### config.mk
export PLATFORM = sky130hd
export DESIGN_NAME = memory_stage_flat
export DESIGN_NICKNAME = d
export VERILOG_FILES = /design/src/rtl/memory_stage_pkg.sv /design/src/rtl/memory_stage_if.sv /design/src/rtl/memory_stage_dmem_if.sv /design/src/rtl/memory_stage.sv /design/src/flat_wrapper.sv
export SDC_FILE = /design/constraint.sdc
export NUM_CORES = 1
export LEC_CHECK = 0
export ABC_AREA = 1
export BUFFER_PORTS_ARGS = -buffer_cell sky130_fd_sc_hd__buf_2
export CAP_MARGIN = 10
export CORE_UTILIZATION = 35
export CTS_BUF_LIST = sky130_fd_sc_hd__clkbuf_2 sky130_fd_sc_hd__clkbuf_4 sky130_fd_sc_hd__clkbuf_8
export CTS_CLUSTER_SIZE = 40
export DETAILED_ROUTE_END_ITERATION = 7
export HOLD_SLACK_MARGIN = 0.12
export PLACE_DENSITY = 0.75
export SLEW_MARGIN = 20
export SYNTH_ARGS = -nofsm -noshare
export SYNTH_HDL_FRONTEND = slang
export SYNTH_SLANG_ARGS = --single-unit
### constraint.sdc
create_clock -name clk -period 5.15 [get_ports clk]
set_input_delay 0.515 -clock clk [delete_from_list [all_inputs] [get_ports clk]]
set_output_delay 0.515 -clock clk [all_outputs]
set_load 0.005 [all_outputs]
### src/rtl/memory_stage_pkg.sv
// Shared constants and types for the Beta MEM stage: IR source encodings,
// canned instructions, memory opcodes and the data-memory FSM state.
package memory_stage_pkg;

  localparam logic [1:0] IR_SRC_EXCEPT = 2'd0;
  localparam logic [1:0] IR_SRC_NOP    = 2'd1;
  localparam logic [1:0] IR_SRC_DATA   = 2'd2;

  // ADDC(R31, 0, R31) and BNE(R31, XP handler, XP)
  localparam logic [31:0] INST_NOP        = 32'hC3FF_0000;
  localparam logic [31:0] INST_BNE_EXCEPT = 32'h7BDF_FFFF;

  localparam logic [5:0] OPCODE_LD  = 6'h18;
  localparam logic [5:0] OPCODE_ST  = 6'h19;
  localparam logic [5:0] OPCODE_LDR = 6'h1F;

  typedef enum logic {
    MEM_IDLE,
    MEM_WAIT
  } mem_state_t;

  function automatic logic is_mem_op(input logic [5:0] op);
    return (op == OPCODE_LD) || (op == OPCODE_ST) || (op == OPCODE_LDR);
  endfunction

  function automatic logic is_load_op(input logic [5:0] op);
    return (op == OPCODE_LD) || (op == OPCODE_LDR);
  endfunction

endpackage

### src/rtl/memory_stage_if.sv
// Data-memory req/ack bus between the MEM stage (master) and the memory (slave).
interface memory_stage_if;
  logic        dmem_req;
  logic        dmem_we;
  logic [31:0] dmem_addr;
  logic [31:0] dmem_wdata;
  logic        dmem_ack;
  logic [31:0] dmem_rdata;

  modport master (
    output dmem_req, dmem_we, dmem_addr, dmem_wdata,
    input  dmem_ack, dmem_rdata
  );

  modport slave (
    input  dmem_req, dmem_we, dmem_addr, dmem_wdata,
    output dmem_ack, dmem_rdata
  );
endinterface

### src/rtl/memory_stage_dmem_if.sv
// Data-memory access sequencer: IDLE/WAIT FSM, wait counter and timeout abort.
module dmem_if
  import memory_stage_pkg::*;
#(
  parameter int TIMEOUT_CYCLES = 255
) (
  input  logic clk,
  input  logic rst,
  input  logic mem_op_i,
  input  logic ack_i,
  output logic req_o,
  output logic stall_o,
  output logic timeout_o
);

  localparam logic [7:0] CNT_LAST = 8'(TIMEOUT_CYCLES - 1);

  mem_state_t state_q, state_d;
  logic [7:0] cnt_q, cnt_d;
  logic       timeout_fired;

  always_ff @(posedge clk or posedge rst) begin
    if (rst) begin
      state_q <= MEM_IDLE;
      cnt_q   <= '0;
    end else begin
      state_q <= state_d;
      cnt_q   <= cnt_d;
    end
  end

  // An ack in the last allowed cycle beats the timeout.
  always_comb begin
    state_d       = state_q;
    cnt_d         = '0;
    timeout_fired = (state_q == MEM_WAIT) && (cnt_q == CNT_LAST) && !ack_i;
    req_o         = mem_op_i && !timeout_fired;
    stall_o       = req_o && !ack_i;
    timeout_o     = timeout_fired;
    case (state_q)
      MEM_IDLE: begin
        if (mem_op_i && !ack_i) state_d = MEM_WAIT;
      end
      MEM_WAIT: begin
        if (ack_i || timeout_fired) state_d = MEM_IDLE;
        else                        cnt_d   = cnt_q + 8'd1;
      end
      default: state_d = MEM_IDLE;
    endcase
  end

endmodule

### src/rtl/memory_stage.sv
// Beta MEM stage: pipeline registers, data-memory access and writeback muxes.
module memory_stage
  import memory_stage_pkg::*;
#(
  parameter int TIMEOUT_CYCLES = 255
) (
  input  logic                 clk,
  input  logic                 rst,
  memory_stage_if.master       dmem,
  input  logic [1:0]           ir_src_mem_i,
  input  logic [31:0]          pc_mem_next_i,
  input  logic [31:0]          ir_mem_next_i,
  input  logic [31:0]          y_mem_next_i,
  input  logic [31:0]          st_mem_next_i,
  output logic                 stall_mem_o,
  output logic                 mem_timeout_o,
  output logic [31:0]          pc_wb_next_o,
  output logic [31:0]          ir_wb_next_o,
  output logic [31:0]          y_wb_next_o
);

  logic [31:0] pc_mem_q, ir_mem_q, y_mem_q, st_mem_q;
  logic [31:0] pc_mem_d, ir_mem_d, y_mem_d, st_mem_d;
  logic        mem_op, ack_valid, req, stall, timeout;

  assign pc_mem_d = stall ? pc_mem_q : pc_mem_next_i;
  assign ir_mem_d = stall ? ir_mem_q : ir_mem_next_i;
  assign y_mem_d  = stall ? y_mem_q  : y_mem_next_i;
  assign st_mem_d = stall ? st_mem_q : st_mem_next_i;

  always_ff @(posedge clk or posedge rst) begin
    if (rst) begin
      pc_mem_q <= '0;
      ir_mem_q <= INST_NOP;
      y_mem_q  <= '0;
      st_mem_q <= '0;
    end else begin
      pc_mem_q <= pc_mem_d;
      ir_mem_q <= ir_mem_d;
      y_mem_q  <= y_mem_d;
      st_mem_q <= st_mem_d;
    end
  end

  assign mem_op = is_mem_op(ir_mem_q[31:26]);

  dmem_if #(
    .TIMEOUT_CYCLES(TIMEOUT_CYCLES)
  ) u_dmem_if (
    .clk      (clk),
    .rst      (rst),
    .mem_op_i (mem_op),
    .ack_i    (dmem.dmem_ack),
    .req_o    (req),
    .stall_o  (stall),
    .timeout_o(timeout)
  );

  // Bus fields come straight from the registers so they hold during a stall.
  assign dmem.dmem_req   = req;
  assign dmem.dmem_we    = (ir_mem_q[31:26] == OPCODE_ST);
  assign dmem.dmem_addr  = {y_mem_q[31:2], 2'b00};
  assign dmem.dmem_wdata = st_mem_q;

  assign ack_valid     = dmem.dmem_ack && req;
  assign stall_mem_o   = stall;
  assign mem_timeout_o = timeout;
  assign pc_wb_next_o  = pc_mem_q;
  assign y_wb_next_o   = (is_load_op(ir_mem_q[31:26]) && ack_valid) ? dmem.dmem_rdata : y_mem_q;

  always_comb begin
    ir_wb_next_o = 'x;
    if (timeout) begin
      ir_wb_next_o = INST_BNE_EXCEPT;
    end else if (stall) begin
      ir_wb_next_o = INST_NOP;
    end else begin
      case (ir_src_mem_i)
        IR_SRC_EXCEPT: ir_wb_next_o = INST_BNE_EXCEPT;
        IR_SRC_NOP:    ir_wb_next_o = INST_NOP;
        IR_SRC_DATA:   ir_wb_next_o = ir_mem_q;
        default:       ir_wb_next_o = 'x;
      endcase
    end
  end

endmodule

### src/flat_wrapper.sv
// flat-port wrapper written by rule: the top's interface ports become plain ports
module memory_stage_flat import memory_stage_pkg::*;
#(
  parameter int TIMEOUT_CYCLES = 255
)
  (clk, rst, ir_src_mem_i, pc_mem_next_i, ir_mem_next_i, y_mem_next_i, st_mem_next_i, stall_mem_o, mem_timeout_o, pc_wb_next_o, ir_wb_next_o, y_wb_next_o, dmem_dmem_req, dmem_dmem_we, dmem_dmem_addr, dmem_dmem_wdata, dmem_dmem_ack, dmem_dmem_rdata);
  memory_stage_if dmem_i ();
  input  logic clk;
  input  logic rst;
  input  logic [1:0] ir_src_mem_i;
  input  logic [31:0] pc_mem_next_i;
  input  logic [31:0] ir_mem_next_i;
  input  logic [31:0] y_mem_next_i;
  input  logic [31:0] st_mem_next_i;
  output logic stall_mem_o;
  output logic mem_timeout_o;
  output logic [31:0] pc_wb_next_o;
  output logic [31:0] ir_wb_next_o;
  output logic [31:0] y_wb_next_o;
  output wire logic [$bits(dmem_i.dmem_req)-1:0] dmem_dmem_req;
  output wire logic [$bits(dmem_i.dmem_we)-1:0] dmem_dmem_we;
  output wire logic [$bits(dmem_i.dmem_addr)-1:0] dmem_dmem_addr;
  output wire logic [$bits(dmem_i.dmem_wdata)-1:0] dmem_dmem_wdata;
  input wire logic [$bits(dmem_i.dmem_ack)-1:0] dmem_dmem_ack;
  input wire logic [$bits(dmem_i.dmem_rdata)-1:0] dmem_dmem_rdata;
  assign dmem_dmem_req = dmem_i.dmem_req;
  assign dmem_dmem_we = dmem_i.dmem_we;
  assign dmem_dmem_addr = dmem_i.dmem_addr;
  assign dmem_dmem_wdata = dmem_i.dmem_wdata;
  assign dmem_i.dmem_ack = dmem_dmem_ack;
  assign dmem_i.dmem_rdata = dmem_dmem_rdata;
  memory_stage #(.TIMEOUT_CYCLES(TIMEOUT_CYCLES)) u_core (.clk(clk), .rst(rst), .dmem(dmem_i), .ir_src_mem_i(ir_src_mem_i), .pc_mem_next_i(pc_mem_next_i), .ir_mem_next_i(ir_mem_next_i), .y_mem_next_i(y_mem_next_i), .st_mem_next_i(st_mem_next_i), .stall_mem_o(stall_mem_o), .mem_timeout_o(mem_timeout_o), .pc_wb_next_o(pc_wb_next_o), .ir_wb_next_o(ir_wb_next_o), .y_wb_next_o(y_wb_next_o));
endmodule
==> results.md, run 1 <==
- FF+latch count, synth: 137
- Vias per cell: 4.725
- Setup Viol. Count Final: 0
- Req. time, crit path: 4.64 ns
- Number of global-route vias before repair: 6233
- Lkg Pwr: 0.005012 µW
- Num CTS Buffers: 17
- Async SR Flop Fraction: 100.0%
- Power Density: 283.4 nW/µm²
- Post-CTS setup buffers: 0
- Row count: 50
- Avg WL per Cell: 14.73 µm
- Most frequent cells in the layout: nand2_1 (388), buf_2 (326), nand3_1 (163), dfrtp_1 (125), inv_1 (37)
- Worst slew pin tran: 1.066 ns
- First-pass GRT wire length: 32400 µm
- Commonest non-fill, non-tap cell in the layout: nand2_1
- Final nets: 1318
- Layout fillers: 1894
- Layout Cells excl Fill: 1423
- Critical path's largest stage delay: 0.83 ns
- Worst Path Max Fanout: 67
- Antenna viol nets, final: 0
- Period Utilization, post-route: 68.96%
- Post-CTS resize count: 0
- Clock Sinks: 137
- Clk slew on worst S/H paths: 0.08 ns
- Avg Cell Area, Syn: 7.634 µm²
- Area of the multi-input gates: 2699 µm²
- Antenna violations before repair: 3
- Layout cells sized above 1: 33.13%
- EDFF count, synth: 0
- Initial DRC Count: 301
- Final Util: 46.31%
- Pins over their slew limit: 0
- WHS: 0.1792 ns
- Synth warn: 0
- Largest net degree at the start of global routing: 79
- Relative slew slack: 28.73%
- CP most frequent cell: nor2_1
- GRT overflow: 0
- Run status: finished clean
- Total number of vias: 6723
- Core Footprint: 18830 µm²
- Cell count after synthesis: 887
- Clk_skew: 0.01335 ns
- Post-Route Setup TNS: 0 ns
- Sequential cell area fraction in the yosys report: 50.85%
- Clk_lat worst skew: 0.45 ns
- Final wirelength: 20950 µm
- Final HPWL DP: 14670 µm
- Buffers on Ports: 326
- H-tree levels: 4
- Pre-antenna DRT Iters: 5
- CP arrival: 3.04 ns
- Max_cap viols: 0
- Distinct cells, synth: 24
- Clk root buf: clkbuf_8
- Maximum clock path buffer count: 2
- Ports: 329
- Total Die Area: 19910 µm²
- Initial Util: 35.96%
- DRC Markers: 0
- CP max-delay cell: nand2_4
- Synth area leader: dfrtp_1
- Crit path launch type: flop
- Die Y: 141.1 µm
- Fmax: 281.6 MHz
- Share of Yosys cell area claimed by the top area cell type: 46.19%
- Minimum clock period: 3.551 ns
- IR Drop Worst-Case VDD: 167.1 µV
- Most used DFF post-synth: dfrtp_1
- Mapped Area: 6771 µm²
- Hold buffers post-CTS: 0
- CP endpoint kind: output port
- Area Growth Syn to Fin: 28.79%
- Routability-driven placement congestion ratio: 0.8176
- GR Util All Layers: 21.08%
- Hold Violations, Final: 0
- Synth top area cells: dfrtp_1 (46%), nand2_1 (22%), nand3_1 (12%)
- CTS tree: built
- Critical path, cell by cell: nor2_1 > nand3_1 > nand3_4 > nand2_4 > inv_1 > nor2_1 > buf_2
- Die W: 141.1 µm
- RSZ-0062 raised after global routing: no
- Register area: 3443 µm²
- Number of placed cells counting well taps: 1390
- Setup CP Type: reg -> out
- HP Class: in -> async
-- worst paths after layout --
check	endpoint	cells past startpoint	start	slack, ns
max	ir_wb_next_o[26]	7	u_core.ir_mem_q[31]	1.60
min	u_core.pc_wb_next_o[3]	2	rst	0.18
max reg2reg	u_core.ir_mem_q[4]	7	u_core.ir_mem_q[31]	2.03
min reg2reg	u_core.ir_mem_q[19]	2	u_core.ir_mem_q[19]	0.49
max in group asynchronous	u_core.u_dmem_if.cnt_q[4]	3	rst	3.73
min in group clk	u_core.dmem.dmem_wdata[22]	3	st_mem_next_i[22]	0.25
-- area by class of cell --
type                            instances  share of cell area (%)
Tap cell                              260                   3.730
Antenna cell                            1                 0.02869
Sequential cell                       137                   39.48
Inverter                               39                   1.736
Clock buffer                           18                   2.841
Timing Repair Buffer                  334                   19.40
Multi-Input combinational cell        620                   30.95
Clock inverter                         14                   1.836
-- synth_stat cells (3+ instances only) --
| cell | number |
|---|---|
| buf_2 | 24 |
| dfstp_2 | 12 |
| inv_1 | 38 |
| nor2_1 | 17 |
| nand3b_1 | 11 |
| clkbuf_1 | 28 |
| nand3_1 | 163 |
| a21oi_1 | 3 |
| buf_4 | 33 |
| dfrtp_1 | 125 |
| o21ai_0 | 22 |
| buf_1 | 7 |
| nand2_1 | 388 |
| ha_1 | 4 |
-- per-layer routing --
metal  routed length [µm]  global-route usage (%)  share of wire [%]  vias up
met4                  516                   8.696                2.5        4
li1                     -                       -                  -     3292
met1                 8838                   25.72                 42     3104
met3                 1682                   6.420                8.0       29
met2                 9890                   34.60                 47      294
met5                   26                       0               0.12        -
-- stage by stage --
step | instance area [µm²] | worst slack (ns) | power, µW
floorplan | 6775 | 0.9870 | 1395
global placement | 8310 | 1.980 | 1573
detailed placement | 8310 | 1.915 | 1578
CTS | 8718 | 1.513 | 2509
global route | 8721 | 1.312 | 2603
finish | 8721 | 1.599 | 2471
-- worst max-delay path, delay by kind of cell, from the launching register on --
family                 cells  cell delay [ns]
buffers and inverters      2             0.27
AND/OR/NAND/NOR            5             1.76
flip-flops                 1             0.54
-- power by group --
part           internal [µW]  total, µW  switching [µW]
logic                    158        364             205
clock network            454        917             463
registers               1150       1190            45.4
total                   1760       2470             714
-- flip-flops by register name, indices dropped and copies added (netlist names) --
name / count
u_core.dmem.dmem_wdata: 32
u_core.ir_mem_q: 32
u_core.pc_wb_next_o: 32
u_core.y_mem_q: 32
u_core.u_dmem_if.cnt_q: 8
u_core.u_dmem_if.state_q: 1
-- kinds of logic (layout without fill, tap and decap cells) --
logic type | count (synthesis) | in the layout | synth area share [%]
AO/OA/AOI/OAI | 26 | 26 | 2.088
XOR/XNOR | 4 | 4 | 0.5175
adder cells (fa/ha/maj) | 4 | 4 | 0.7391
buffers and inverters | 131 | 405 | 9.535
flip-flops | 137 | 137 | 50.85
other | 1 | 3 | 0.05538
AND/OR/NAND/NOR | 584 | 584 | 36.22
Note: power is estimated with default switching activity, not from simulation.
==> inputs of run 2 (changes only) <==
--- a/config.mk
+++ b/config.mk
@@ -13,7 +13,7 @@
 export CTS_CLUSTER_SIZE = 40
 export DETAILED_ROUTE_END_ITERATION = 7
 export HOLD_SLACK_MARGIN = 0.12
-export PLACE_DENSITY = 0.75
+export PLACE_DENSITY = 0.77
 export SLEW_MARGIN = 20
 export SYNTH_ARGS = -nofsm -noshare
 export SYNTH_HDL_FRONTEND = slang
==> constraint.sdc (replaced) <==
create_clock -name clk -period 3.2 [get_ports clk]
set_input_delay 0.32 -clock clk [delete_from_list [all_inputs] [get_ports clk]]
set_output_delay 0.32 -clock clk [all_outputs]
set_load 0.005 [all_outputs]
==> run 2 against run 1 <==
Critical path depth up 1. Cell count is 9.2% higher. Routed wire length up 12%. Sequential share of layout area shrank 5.2 points. Utilization rose by 7.1 points. Critical path type unchanged.
==> results.md, run 2 (synthesis gave the netlist of run 1 again) <==
- Run status: finished clean
- Req. time, crit path: 2.88 ns
- Num CTS Buffers: 17
- Post-Route Setup TNS: 0 ns
- Layout cells sized above 1: 30.06%
- CP arrival: 2.39 ns
- Clock Sinks: 137
- Row count: 50
- CTS tree: built
- Commonest non-fill, non-tap cell in the layout: nand2_1
- Clk root buf: clkbuf_8
- Clk slew on worst S/H paths: 0.09 ns
- Final HPWL DP: 14360 µm
- Total number of vias: 7459
- Final nets: 1450
- Pre-antenna DRT Iters: 7
- Area Growth Syn to Fin: 48.47%
- GRT overflow: 0
- Post-route setup slack: 0.4898 ns
- Critical path, cell by cell: inv_1 > nor2_1 > nand3_1 > nand3_4 > buf_4 > nand2_1 > inv_1 > buf_2
- Area of the multi-input gates: 2708 µm²
- Antenna violations before repair: 0
- Hold buffers post-CTS: 128
- CP most frequent cell: inv_1
- Worst slew pin tran: 0.7838 ns
- Period Utilization, post-route: 84.69%
- ANT cells: 0
- Routability-driven placement congestion ratio: 0.8068
- Number of global-route vias before repair: 7346
- DRC Markers: 0
- Lkg Pwr: 0.005562 µW
- Vias per cell: 4.800
- Pins over their slew limit: 0
- GR Util All Layers: 23.67%
- Clk_skew: 0.01390 ns
- CP max-delay cell: buf_4
- Setup Viol. Count Final: 0
- Fmax: 369.0 MHz
- Core Footprint: 18830 µm²
- Hold Violations, Final: 0
- Ports: 329
- Power Density: 407.8 nW/µm²
- Antenna viol nets, final: 0
- Setup CP Type: reg -> out
- Maximum clock path buffer count: 2
- Most frequent cells in the layout: nand2_1 (388), buf_2 (326), nand3_1 (163), dlygate4sd3_1 (128), dfrtp_1 (125)
- Initial Util: 35.96%
- H-tree levels: 4
- Layout fillers: 1666
- Post-CTS resize count: 0
- RR Startpoint: u_core.u_dmem_if.cnt_q[0]
- Total Die Area: 19910 µm²
- Clk_lat worst skew: 0.44 ns
- Avg WL per Cell: 15.10 µm
- Min-delay src: st_mem_next_i[1]
- Minimum clock period: 2.710 ns
- WHS: 0.1503 ns
- Largest net degree at the start of global routing: 138
- Post-place setup slack: 0.8409 ns
- Critical path's largest stage delay: 0.61 ns
- Worst Path Max Fanout: 73
- Reg2Reg Depth: 8
- Worst Hold Depth: 3
- Worst reg2reg path endpoint: u_core.u_dmem_if.cnt_q[2]
- Initial DRC Count: 448
- Buffers on Ports: 326
- Final wirelength: 23470 µm
- CP endpoint kind: output port
- Crit path launch type: flop
- Hold worst-path end: u_core.dmem.dmem_wdata[1]
- HP Class: in -> reg
- Relative slew slack: 47.74%
- First-pass GRT wire length: 37000 µm
- Max_cap viols: 0
- IR Drop Worst-Case VDD: 221.4 µV
- RSZ-0062 raised after global routing: no
- Post-CTS setup buffers: 0
- Register area: 3443 µm²
- Die Y: 141.1 µm
- R2r setup slk: 1.05 ns
- Die W: 141.1 µm
run 2: changes by cell type in the layout (fill, tap and decap cells not counted), moves of 2 or more:
cell and change:
buf_4 +2, dlygate4sd3_1 +128, inv_8 +3, inv_6 -2, buf_12 +2
run 2: stage by stage:
step | util, % | total power [µW] | std cells | instance area, µm²
global placement | 44.47 | 2539 | 1394 | 8373
CTS | 53.39 | 4137 | 1554 | 10050
global route | 53.39 | 4317 | 1554 | 10050
floorplan | - | 2245 | 888 | 6779
detailed placement | 44.47 | 2548 | 1394 | 8373
finish | 53.39 | 4100 | 1554 | 10050
run 2: how the worst max path moves through the flow:
stage	from	end	slack, ns	cells after the start
floorplan	rst	u_core.dmem.dmem_wdata[0]	1.18	1
global placement	ir_src_mem_i[0]	ir_wb_next_o[29]	0.93	10
detailed placement	ir_src_mem_i[0]	ir_wb_next_o[0]	0.84	10
CTS	u_core.ir_mem_q[30]	dmem_dmem_req	0.46	8
global route	u_core.ir_mem_q[30]	dmem_dmem_req	0.24	8
finish	u_core.ir_mem_q[30]	dmem_dmem_req	0.49	8
run 2: cell type report:
class | count | area share [%]
Sequential cell | 137 | 34.25
Timing Repair Buffer | 466 | 30.12
Multi-Input combinational cell | 620 | 26.93
Tap cell | 260 | 3.236
Clock buffer | 18 | 2.464
Clock inverter | 14 | 1.506
Inverter | 39 | 1.493
run 2: critical path, delay by kind of cell (launching register included):
| family | cells | cell delay, ns |
|---|---|---|
| buffers and inverters | 4 | 0.83 |
| and+or+nand+nor | 4 | 0.58 |
| DFF | 1 | 0.52 |
run 2: metal layers:
metal  up-vias  global-route usage [%]  part of all wire [%]
li1       3550                       -                     -
met4         0                   10.81                   2.9
met3        48                   5.944                   7.9
met1      3469                   27.41                    40
met5         -                       0                     0
met2       392                   41.12                    50
run 2: report_power, final:
part,switching (µW),internal [µW],leakage [µW]
sequential,77.0,1840,0.00161
clock,780,669,0.000199
combinational,368,363,0.00376
==> inputs of run 3 (changes only) <==
--- a/config.mk
+++ b/config.mk
@@ -5,7 +5,7 @@
 export SDC_FILE = /design/constraint.sdc
 export NUM_CORES = 1
 export LEC_CHECK = 0
-export ABC_AREA = 1
+export ABC_AREA = 0
 export BUFFER_PORTS_ARGS = -buffer_cell sky130_fd_sc_hd__buf_2
 export CAP_MARGIN = 10
 export CORE_UTILIZATION = 35
@@ -13,7 +13,7 @@
 export CTS_CLUSTER_SIZE = 40
 export DETAILED_ROUTE_END_ITERATION = 7
 export HOLD_SLACK_MARGIN = 0.12
-export PLACE_DENSITY = 0.77
+export PLACE_DENSITY = 0.75
 export SLEW_MARGIN = 20
 export SYNTH_ARGS = -nofsm -noshare
 export SYNTH_HDL_FRONTEND = slang
==> constraint.sdc (replaced) <==
create_clock -name clk -period 2.55 [get_ports clk]
set_input_delay 0.255 -clock clk [delete_from_list [all_inputs] [get_ports clk]]
set_output_delay 0.255 -clock clk [all_outputs]
set_load 0.005 [all_outputs]
==> run 3 against run 2 <==
Flip-flop and latch count did not move. Routed wire length fell by 15%. Combinational power rose by 21%. First-iteration DRC count fell by 66%. Global-route usage fell by 3.8 points. Via count fell by 28%. Sequential power rose by 24%. Clock power rose by 25%. Register-to-register slack got worse by 0.86 ns. Critical path type unchanged. Critical endpoint is now ir_wb_next_o[14].
==> results.md, run 3 <==
- Sequential cell area fraction in the yosys report: 51.06%
- Hold Violations, Final: 0
- Pre-antenna DRT Iters: 4
- Switching power: 1314 µW
- HP Class: in -> reg
- Area Growth Syn to Fin: 50.46%
- FF+latch count, synth: 137
- Setup CP Type: reg -> out
- Layout fillers: 1537
- Crit path launch type: flop
- Final nets: 1073
- First-pass GRT wire length: 30290 µm
- RSZ-0062 raised after global routing: yes
- Routability-driven placement congestion ratio: 0.7789
- Maximum clock path buffer count: 2
- Critical path's largest stage delay: 0.54 ns
- CP endpoint kind: output port
- Sequential Power Share: 47.0%
- Synth Area in Compound Gates: 3.302%
- Avg WL per Cell: 17.29 µm
- Synth top area cells: dfrtp_1 (46%), mux2_4 (24%), mux2_2 (8.5%)
- Relative slew slack: 52.93%
- Most used DFF post-synth: dfrtp_1
- Buffers on Ports: 326
- WL met3: 1204 µm
- Pins over their slew limit: 0
- Layout cells sized above 1: 59.65%
- Antenna violations before repair: 1
- Num CTS Buffers: 17
- Async SR Flop Fraction: 100.0%
- Critical path, cell by cell: and3b_1 > o21ai_4 > o22ai_4 > buf_4 > o21ai_0 > buf_2
- Clk pwr share: 35.6%
- Worst slew pin tran: 0.7045 ns
- Post-Synth XOR/XNOR Area: 0.6494%
- Core Footprint: 18770 µm²
- DR top layer: met4
- Top cells by count, synth: dfrtp_1 (125), mux2_4 (106), mux2_2 (51)
- Row count: 50
- Final wirelength: 19920 µm
- Total Die Area: 19830 µm²
- Synth area leader: dfrtp_1
- Critical path's top delay family: compound AO/OA/AOI/OAI gates
- Cell count after synthesis: 476
- Minimum clock period: 2.424 ns
- Wl on met1: 8421 µm
- Clock Sinks: 137
- CP arrival: 2.17 ns
- Synth warn: 0
- Run status: finished clean
- Post-synthesis mux area share: 32.12%
- IR Drop Worst-Case VDD: 346.3 µV
- Commonest non-fill, non-tap cell in the layout: buf_2
- EDFF count, synth: 0
- Design Area, Final: 10150 µm²
- WL met2: 9910 µm
- Clk_lat worst skew: 0.44 ns
- Largest net degree at the start of global routing: 66
- Period Utilization, post-route: 95.06%
- Max_cap viols: 0
- Number of global-route vias before repair: 5663
- Power Density: 500.7 nW/µm²
- Ports: 329
- Final HPWL DP: 12620 µm
- Req. time, crit path: 2.30 ns
- Most frequent cells in the layout: buf_2 (326), dlygate4sd3_1 (129), dfrtp_1 (125), mux2_4 (106), mux2_2 (51)
- GRT overflow: 0
- H-tree levels: 4
- Lkg Pwr: 0.005219 µW
- Initial DRC Count: 151
- Worst Path Max Fanout: 12
- GR Util All Layers: 19.92%
- Internal power component: 3766 µW
- Post-Synth Simple-Gate Area: 5.102%
- Initial Util: 35.93%
- Share of Yosys cell area claimed by the top area cell type: 46.38%
- CP max-delay cell: dfstp_2
- DRC Markers: 0
- Avg Cell Area, Syn: 14.17 µm²
- Critical path buffers and inverters: 2
- Post-Synth Adder-Cell Area: 0.7421%
- Clk slew on worst S/H paths: 0.09 ns
- Fmax: 412.5 MHz
- CTS tree: built
- Die Y: 140.8 µm
- Setup Viol. Count Final: 0
- Mapped Area: 6744 µm²
- Clk_skew: 0.01478 ns
- Total number of vias: 5353
- Clk root buf: clkbuf_8
- Comb power frac: 17.4%
- Antenna viol nets, final: 0
- Sw Ratio: 25.86%
- Placed Instance Area: 8411 µm²
- Vias per cell: 4.647
- Final Util: 54.07%
- Most numerous cell in the Yosys netlist: dfrtp_1
- Die W: 140.8 µm
- Distinct cells, synth: 35
- Power, Total: 5080 µW
- Largest family of logic cells by synthesized area: multiplexers
## run 3: cell families after synthesis
kind of cell,Yosys count
AO/OA/AOI/OAI,40
XOR/XNOR,5
adder cells (fa/ha/maj),4
buffers and inverters,67
flip-flops,137
multiplexers,157
other,1
AND/OR/NAND/NOR,65
## run 3: final cells by class
class                   instances  area, µm²  area share (%)
diodes                          1      2.502         0.02466
clock buffers                  19      255.2           2.515
clock inverters                13      145.1           1.430
inverters                       8      33.78          0.3329
multi-input cells             274       2869           28.27
flip-flops and latches        137       3443           33.93
well taps                     234      292.8           2.885
repair buffers                466       3105           30.60
## run 3: metrics by stage
stage                     TNS (ns)  setup slack (ns)  hold slack [ns]  instances
after detailed placement         0            0.2365           0.3961        988
after CTS                        0          0.005824           0.1296       1151
final                            0            0.1260           0.2037       1152
after global routing      -0.04551          -0.01917           0.1663       1152
after floorplan                  0            0.5977           0.3634        477
after global placement           0            0.2975           0.3923        988
## run 3: path summary, 6_finish.rpt
check | start | endpoint | slack (ns) | cells after the start
max in group asynchronous | rst | u_core.dmem.dmem_wdata[16] | 1.30 | 4
worst max register to register | u_core.u_dmem_if.cnt_q[0] | u_core.dmem.dmem_wdata[4] | 0.19 | 8
min in group asynchronous | rst | u_core.y_mem_q[18] | 0.49 | 3
worst min register to register | u_core.u_dmem_if.cnt_q[0] | u_core.u_dmem_if.cnt_q[0] | 0.51 | 1
worst min-delay path | dmem_dmem_ack | u_core.u_dmem_if.cnt_q[7] | 0.20 | 2
worst max-delay path | u_core.ir_mem_q[30] | ir_wb_next_o[14] | 0.13 | 6
## run 3: timing repair
item	CTS	global route
setup endpoints to repair	20	17
hold buffers	129	0
buffers inserted	1	0
gates resized for setup	3	3
hold endpoints to repair	154	0
pin swaps	1	0
cloned	1	0
## run 3: power groups by stage
stage | clock (µW) | sequential [µW] | combinational, µW
global placement | 0 | 2420 | 693
detailed placement | 0 | 2420 | 709
floorplan | 0 | 2410 | 387
finish | 1810 | 2390 | 884
global route | 1980 | 2400 | 951
CTS | 1860 | 2380 | 870
## run 3: metal layers
metal,GRT usage [%],vias to the layer above
li1,-,2478
met5,0,-
met4,6.465,0
met1,24.35,2627
met2,33.78,218
met3,5.740,30
